<file path="src/rtl/nibble_serial_seq_if.sv">
// Request/result handshake between a controller and the nibble sequencer.
// The controller uses the master modport and the sequencer uses the slave modport.
interface nibble_serial_seq_if #(
   parameter int unsigned NIBBLES = 4
);
   logic                   start;
   logic [1:0]             op;
   logic [4*NIBBLES-1:0]   operand;
   logic                   busy;
   logic                   done;
   logic [4*NIBBLES-1:0]   result;
   logic                   carry_out;

   modport master (
      output start, op, operand,
      input  busy, done, result, carry_out
   );

   modport slave (
      input  start, op, operand,
      output busy, done, result, carry_out
   );
endinterface

</file>
<file path="src/rtl/nibble_serial_seq.sv">
// Drives a shared 4-bit invert/increment datapath one nibble per clock, LSB first,
// and chains each nibble's carry into the next to build wide PASS/INC/NOT/NEG.
module nibble_serial_seq #(
   parameter int unsigned NIBBLES = 4
) (
   input  logic       clk,
   input  logic       rst_n,
   nibble_serial_seq_if.slave bus,
   output logic       en1,
   output logic       en2,
   output logic [3:0] di,
   input  logic [3:0] dout,
   input  logic       co
);
   localparam int unsigned W    = 4 * NIBBLES;
   localparam int unsigned IdxW = (NIBBLES > 1) ? $clog2(NIBBLES) : 1;

   typedef enum logic [1:0] {StIdle, StRun, StDone} state_e;

   state_e            state;
   logic [1:0]        opreg;
   logic [W-1:0]      sreg;
   logic              carry;
   logic [IdxW-1:0]   idx;
   logic [W+3:0]      result_cat;

   // New nibble enters at the top; after NIBBLES shifts the LSB nibble sits at the bottom.
   assign result_cat = {dout, bus.result};

   // Datapath controls come from registered state only; zero outside RUN.
   assign en1 = bus.busy & opreg[1];
   assign en2 = bus.busy & carry;
   assign di  = bus.busy ? sreg[3:0] : 4'h0;

   always_ff @(posedge clk) begin
      if (!rst_n) begin
         state         <= StIdle;
         opreg         <= 2'b00;
         sreg          <= '0;
         carry         <= 1'b0;
         idx           <= '0;
         bus.busy      <= 1'b0;
         bus.done      <= 1'b0;
         bus.result    <= '0;
         bus.carry_out <= 1'b0;
      end else begin
         unique case (state)
            StIdle, StDone: begin
               bus.done <= 1'b0;
               if (bus.start) begin
                  opreg         <= bus.op;
                  sreg          <= bus.operand;
                  carry         <= bus.op[0];  // INC and NEG start with carry-in 1
                  idx           <= '0;
                  bus.result    <= '0;
                  bus.carry_out <= 1'b0;
                  bus.busy      <= 1'b1;
                  state         <= StRun;
               end else begin
                  bus.busy <= 1'b0;
                  state    <= StIdle;
               end
            end
            StRun: begin
               bus.result <= result_cat[W+3:4];
               sreg       <= sreg >> 4;
               carry      <= co;
               idx        <= idx + IdxW'(1);
               if (idx == IdxW'(NIBBLES - 1)) begin
                  bus.carry_out <= co;
                  bus.busy      <= 1'b0;
                  bus.done      <= 1'b1;
                  state         <= StDone;
               end
            end
            default: begin
               bus.busy <= 1'b0;
               bus.done <= 1'b0;
               state    <= StIdle;
            end
         endcase
      end
   end
endmodule

</file>
<file path="src/flat_wrapper.sv">
// flat-port wrapper written by rule: the top's interface ports become plain ports
module nibble_serial_seq_flat 
#(
   parameter int unsigned NIBBLES = 4
)
  (clk, rst_n, en1, en2, di, dout, co, bus_start, bus_op, bus_operand, bus_busy, bus_done, bus_result, bus_carry_out);
  nibble_serial_seq_if #(.NIBBLES(NIBBLES)) bus_i ();
  input  logic clk;
  input  logic rst_n;
  output logic en1;
  output logic en2;
  output logic [3:0] di;
  input  logic [3:0] dout;
  input  logic co;
  input wire logic [$bits(bus_i.start)-1:0] bus_start;
  input wire logic [$bits(bus_i.op)-1:0] bus_op;
  input wire logic [$bits(bus_i.operand)-1:0] bus_operand;
  output wire logic [$bits(bus_i.busy)-1:0] bus_busy;
  output wire logic [$bits(bus_i.done)-1:0] bus_done;
  output wire logic [$bits(bus_i.result)-1:0] bus_result;
  output wire logic [$bits(bus_i.carry_out)-1:0] bus_carry_out;
  assign bus_i.start = bus_start;
  assign bus_i.op = bus_op;
  assign bus_i.operand = bus_operand;
  assign bus_busy = bus_i.busy;
  assign bus_done = bus_i.done;
  assign bus_result = bus_i.result;
  assign bus_carry_out = bus_i.carry_out;
  nibble_serial_seq #(.NIBBLES(NIBBLES)) u_core (.clk(clk), .rst_n(rst_n), .bus(bus_i), .en1(en1), .en2(en2), .di(di), .dout(dout), .co(co));
endmodule
</file>
<file path="config.mk">
export PLATFORM = sky130hd
export DESIGN_NAME = nibble_serial_seq_flat
export DESIGN_NICKNAME = d
export VERILOG_FILES = /design/src/rtl/nibble_serial_seq_if.sv /design/src/rtl/nibble_serial_seq.sv /design/src/flat_wrapper.sv
export SDC_FILE = /design/constraint.sdc
export NUM_CORES = 1
export LEC_CHECK = 0
export BUFFER_PORTS_ARGS = -buffer_cell sky130_fd_sc_hd__buf_2
export CAP_MARGIN = 10
export CORE_ASPECT_RATIO = 0.5
export CORE_MARGIN = 3
export CORE_UTILIZATION = 44
export CTS_CLUSTER_DIAMETER = 30
export DETAILED_ROUTE_END_ITERATION = 10
export PLACE_DENSITY = 0.8
export SYNTH_ARGS = -nofsm -noshare
export SYNTH_HDL_FRONTEND = slang
export SYNTH_SLANG_ARGS = --single-unit
</file>
<file path="constraint.sdc">
create_clock -name clk -period 1.4 [get_ports clk]
set_clock_uncertainty 0.2 [all_clocks]
set_input_delay 0.28 -clock clk [delete_from_list [all_inputs] [get_ports clk]]
set_output_delay 0.28 -clock clk [all_outputs]
set_load 0.02 [all_outputs]
</file>
==> impl_metrics.py <==
metrics = {
    "run_status": {
        "status": "finished with violations",
        "violations": "setup timing",
    },
    "cells_and_area": {
        "syn2layout_area_growth_pct": 32.03,
        "num_antenna_cells": 0,
        "final_nets": 246,
        "drive_gt1_frac": 0.3545,
        "mostFrequentLayoutCells": "44 x buf_2, 40 x dfxtp_1, 14 x nand2_1",
        "final_cell_area_sq_mm": 0.002115,
        "area.sequential_sq_um": 824.5,
        "fillers": 273,
        "multi_input_area_sq_um": 708.2,
        "final_common_cell": "buf_2",
    },
    "cts": {
        "cts_buffers": 5,
        "cts.clk_slew.worst_paths_ns": 0.07,
        "cts_max_level": 2,
        "post_cts_buffers": 0,
        "cts.sinks": 41,
        "tritoncts": "built",
        "insertion_delay_ns": 0.30,
        "clockBufferDepth": 2,
        "cts-root-buf": "clkbuf_8",
    },
    "yosys": {
        "syn_area_per_cell_sq_um": 9.706,
        "syn_area_sq_mm": 0.001602,
        "ys_ff_latch": 41,
        "netlist.top_cell.by_area": "dfxtp_1",
        "syn_inst": 165,
        "synth-seq-area-share": 0.5125,
        "synth_nets": 192,
        "ys_types": 26,
        "synth_top_area_frac": 0.5125,
        "synth.area.top_cells": "dfxtp_1 51%, a22o_1 6.6%, o221ai_1 6.6%, a21boi_0 4.2%, nor3_1 3.8%",
        "synth-warning-count": 0,
    },
    "detailed_routing": {
        "drt_iter0_drc": 75,
        "drc_errors": 0,
        "vias_per_cell": 5.239,
        "via_count": 1404,
        "first_pass_iters": 4,
        "ant_nets": 0,
        "wl_mm": 3.875,
        "routedWlPerCell_um": 14.46,
    },
    "worst_setup_path": {
        "crit_slowest_cell": "dfxtp_4",
        "crit_arrival_ns": 0.94,
        "worst-path-max-fanout": 8,
        "reg2reg_from": "u_core.state[1]$_SDFFE_PN0P_",
        "r2r_slack_ns": 0.06,
        "required_ns": 0.92,
        "crit_path_cell_trace": "and2_1, buf_6",
        "critical-path-max-stage-delay_ns": 0.39,
        "reg2reg_to": "u_core.sreg[4]$_SDFFE_PN0P_",
        "crit_path_end_kind": "output port",
        "path_class": "reg -> out",
        "reg2reg_depth": 4,
        "endpoint": "en2",
        "cp-start-kind": "flip-flop",
        "setup.worst_path.start": "u_core.bus.busy$_SDFFE_PN0P_",
    },
    "die": {
        "fp.dieW_um": 91.32,
        "fp.dieH_um": 48.66,
        "initial_core_util": 0.4942,
        "rows": 14,
        "fp.dieArea_sq_mm": 0.004444,
        "io-pin-count": 51,
        "core-area_sq_mm": 0.003241,
    },
    "global_routing": {
        "grt-ovfl-total": 0,
        "grt_max_degree": 23,
        "antenna_found_initial": 0,
        "grt_first_pass_wirelength_mm": 6.279,
        "grt_pass1_vias": 1346,
        "grt_use_total": 0.1780,
    },
    "timing": {
        "final_max_slew_viol_count": 0,
        "tightest_slew_ns": 0.2373,
        "max_freq_mhz": 704.4,
        "setup_slack_ns": -0.01957,
        "rsz0062_at_grt": "true",
        "final_hold_viol_count": 0,
        "setup_tns_ns": -0.06684,
        "slew_headroom": 0.8418,
        "fin_crit_ns": 1.420,
        "fin_hold_ws_ns": 0.01480,
        "timing.final.crit_share": 1.014,
        "setup_violations": 6,
    },
    "power_and_ir_drop": {
        "finalPower_w": 0.002597,
        "p_per_area_mw_per_mm2": 1228,
        "p_leak_nw": 0.9352,
        "ir_worst_vdd_v": 0.0004767,
    },
    "place": {
        "dpl.hpwl_mm": 2.566,
        "gp_congestion": 0.7899,
        "place_ws_ns": 0.007683,
        "placed_cell_area_sq_mm": 0.001889,
        "portBuffers": 50,
    },
    "flow_run": {
        "max_cap_violations": 0,
    },
    "worst_hold_path": {
        "hold_class": "in -> reg",
    },
}
[routing by layer]
layer / wire [um] / part of all wire / vias up / GRT usage
li1: - / - / 701 / -
met2: 1824 / 0.47 / 41 / 0.2899
met3: 203 / 0.052 / 9 / 0.05728
met5: 0 / 0 / - / 0
met1: 1765 / 0.46 / 653 / 0.2097
met4: 82 / 0.021 / 0 / 0.09750
[how the worst min path moves through the flow]
stage | start | to | cells after the start
after floorplan | dout[0] | u_core.bus.result[12]$_SDFFE_PN0P_ | 1
after global placement | u_core.bus.result[1]$_SDFFE_PN0P_ | u_core.bus.result[1]$_SDFFE_PN0P_ | 1
after detailed placement | u_core.bus.result[0]$_SDFFE_PN0P_ | u_core.bus.result[0]$_SDFFE_PN0P_ | 1
after CTS | dout[1] | u_core.bus.result[13]$_SDFFE_PN0P_ | 2
after global routing | bus_operand[13] | u_core.sreg[13]$_SDFFE_PN0P_ | 3
final | bus_operand[13] | u_core.sreg[13]$_SDFFE_PN0P_ | 3
[cell type report]
cell class,count,area share
clock buffers,7,0.04083
clock inverters,1,0.01420
multi-input cells,109,0.3349
flip-flops and latches,41,0.3899
well taps,48,0.02840
repair buffers,62,0.1917
[timing repair]
action | CTS | global route
hold buffers | 2 | 1
pin swaps | 1 | 0
resized for setup | 18 | 8
cloned | 0 | 0
endpoints found under the setup margin | 17 | 28
endpoints found under the hold margin | 2 | 1
[stage by stage]
step             util  std cells
3_3_place_gp   0.5830        257
2_1_floorplan       -        165
5_1_grt        0.6525        268
4_1_cts        0.6413        267
3_5_place_dp   0.5830        257
6_report       0.6525        268
[report_power, final]
part	leakage (nW)	total (W)	internal (W)	switching, W
clock	0.0585	0.000977	0.000581	0.000396
combinational	0.541	0.000348	0.000166	0.000182
sequential	0.336	0.00127	0.00123	0.0000429
[logic make-up after synthesis]
| group | count (synthesis) | synth area share |
|---|---|---|
| and+or+nand+nor | 66 | 0.2055 |
| adders and majority gates | 1 | 0.007811 |
| buffers and inverters | 15 | 0.06406 |
| DFF | 41 | 0.5125 |
| AOI/OAI and AO/OA | 42 | 0.2102 |
[cells in the mapped netlist, drive strengths merged]
cell type,count
o221ai,12
and3,4
nand2b,3
ha,1
nor2,13
o21a,4
dfxtp,41
nor3b,1
a21boi,10
buf,13
and2,7
nand3,9
a31oi,1
nor3,12
o21ai,1
clkbuf,2
and2b,1
nor2b,2
a21oi,2
a22o,12
nand2,14
[flip-flops by register name, summed over array words and instances (netlist names)]
register and cells:
u_core.bus.result 16, u_core.bus.carry_out 1, u_core.state 2, u_core.sreg 16, u_core.opreg 1, u_core.bus.busy 1, u_core.carry 1, u_core.bus.done 1
u_core.idx 2
[critical path, delay by kind of cell, from the launching register on]
family	cells	cell delay, ns
buf+inv	1	0.12
flops	1	0.39
simple gates	1	0.15
(Power assumes the default switching activity.)
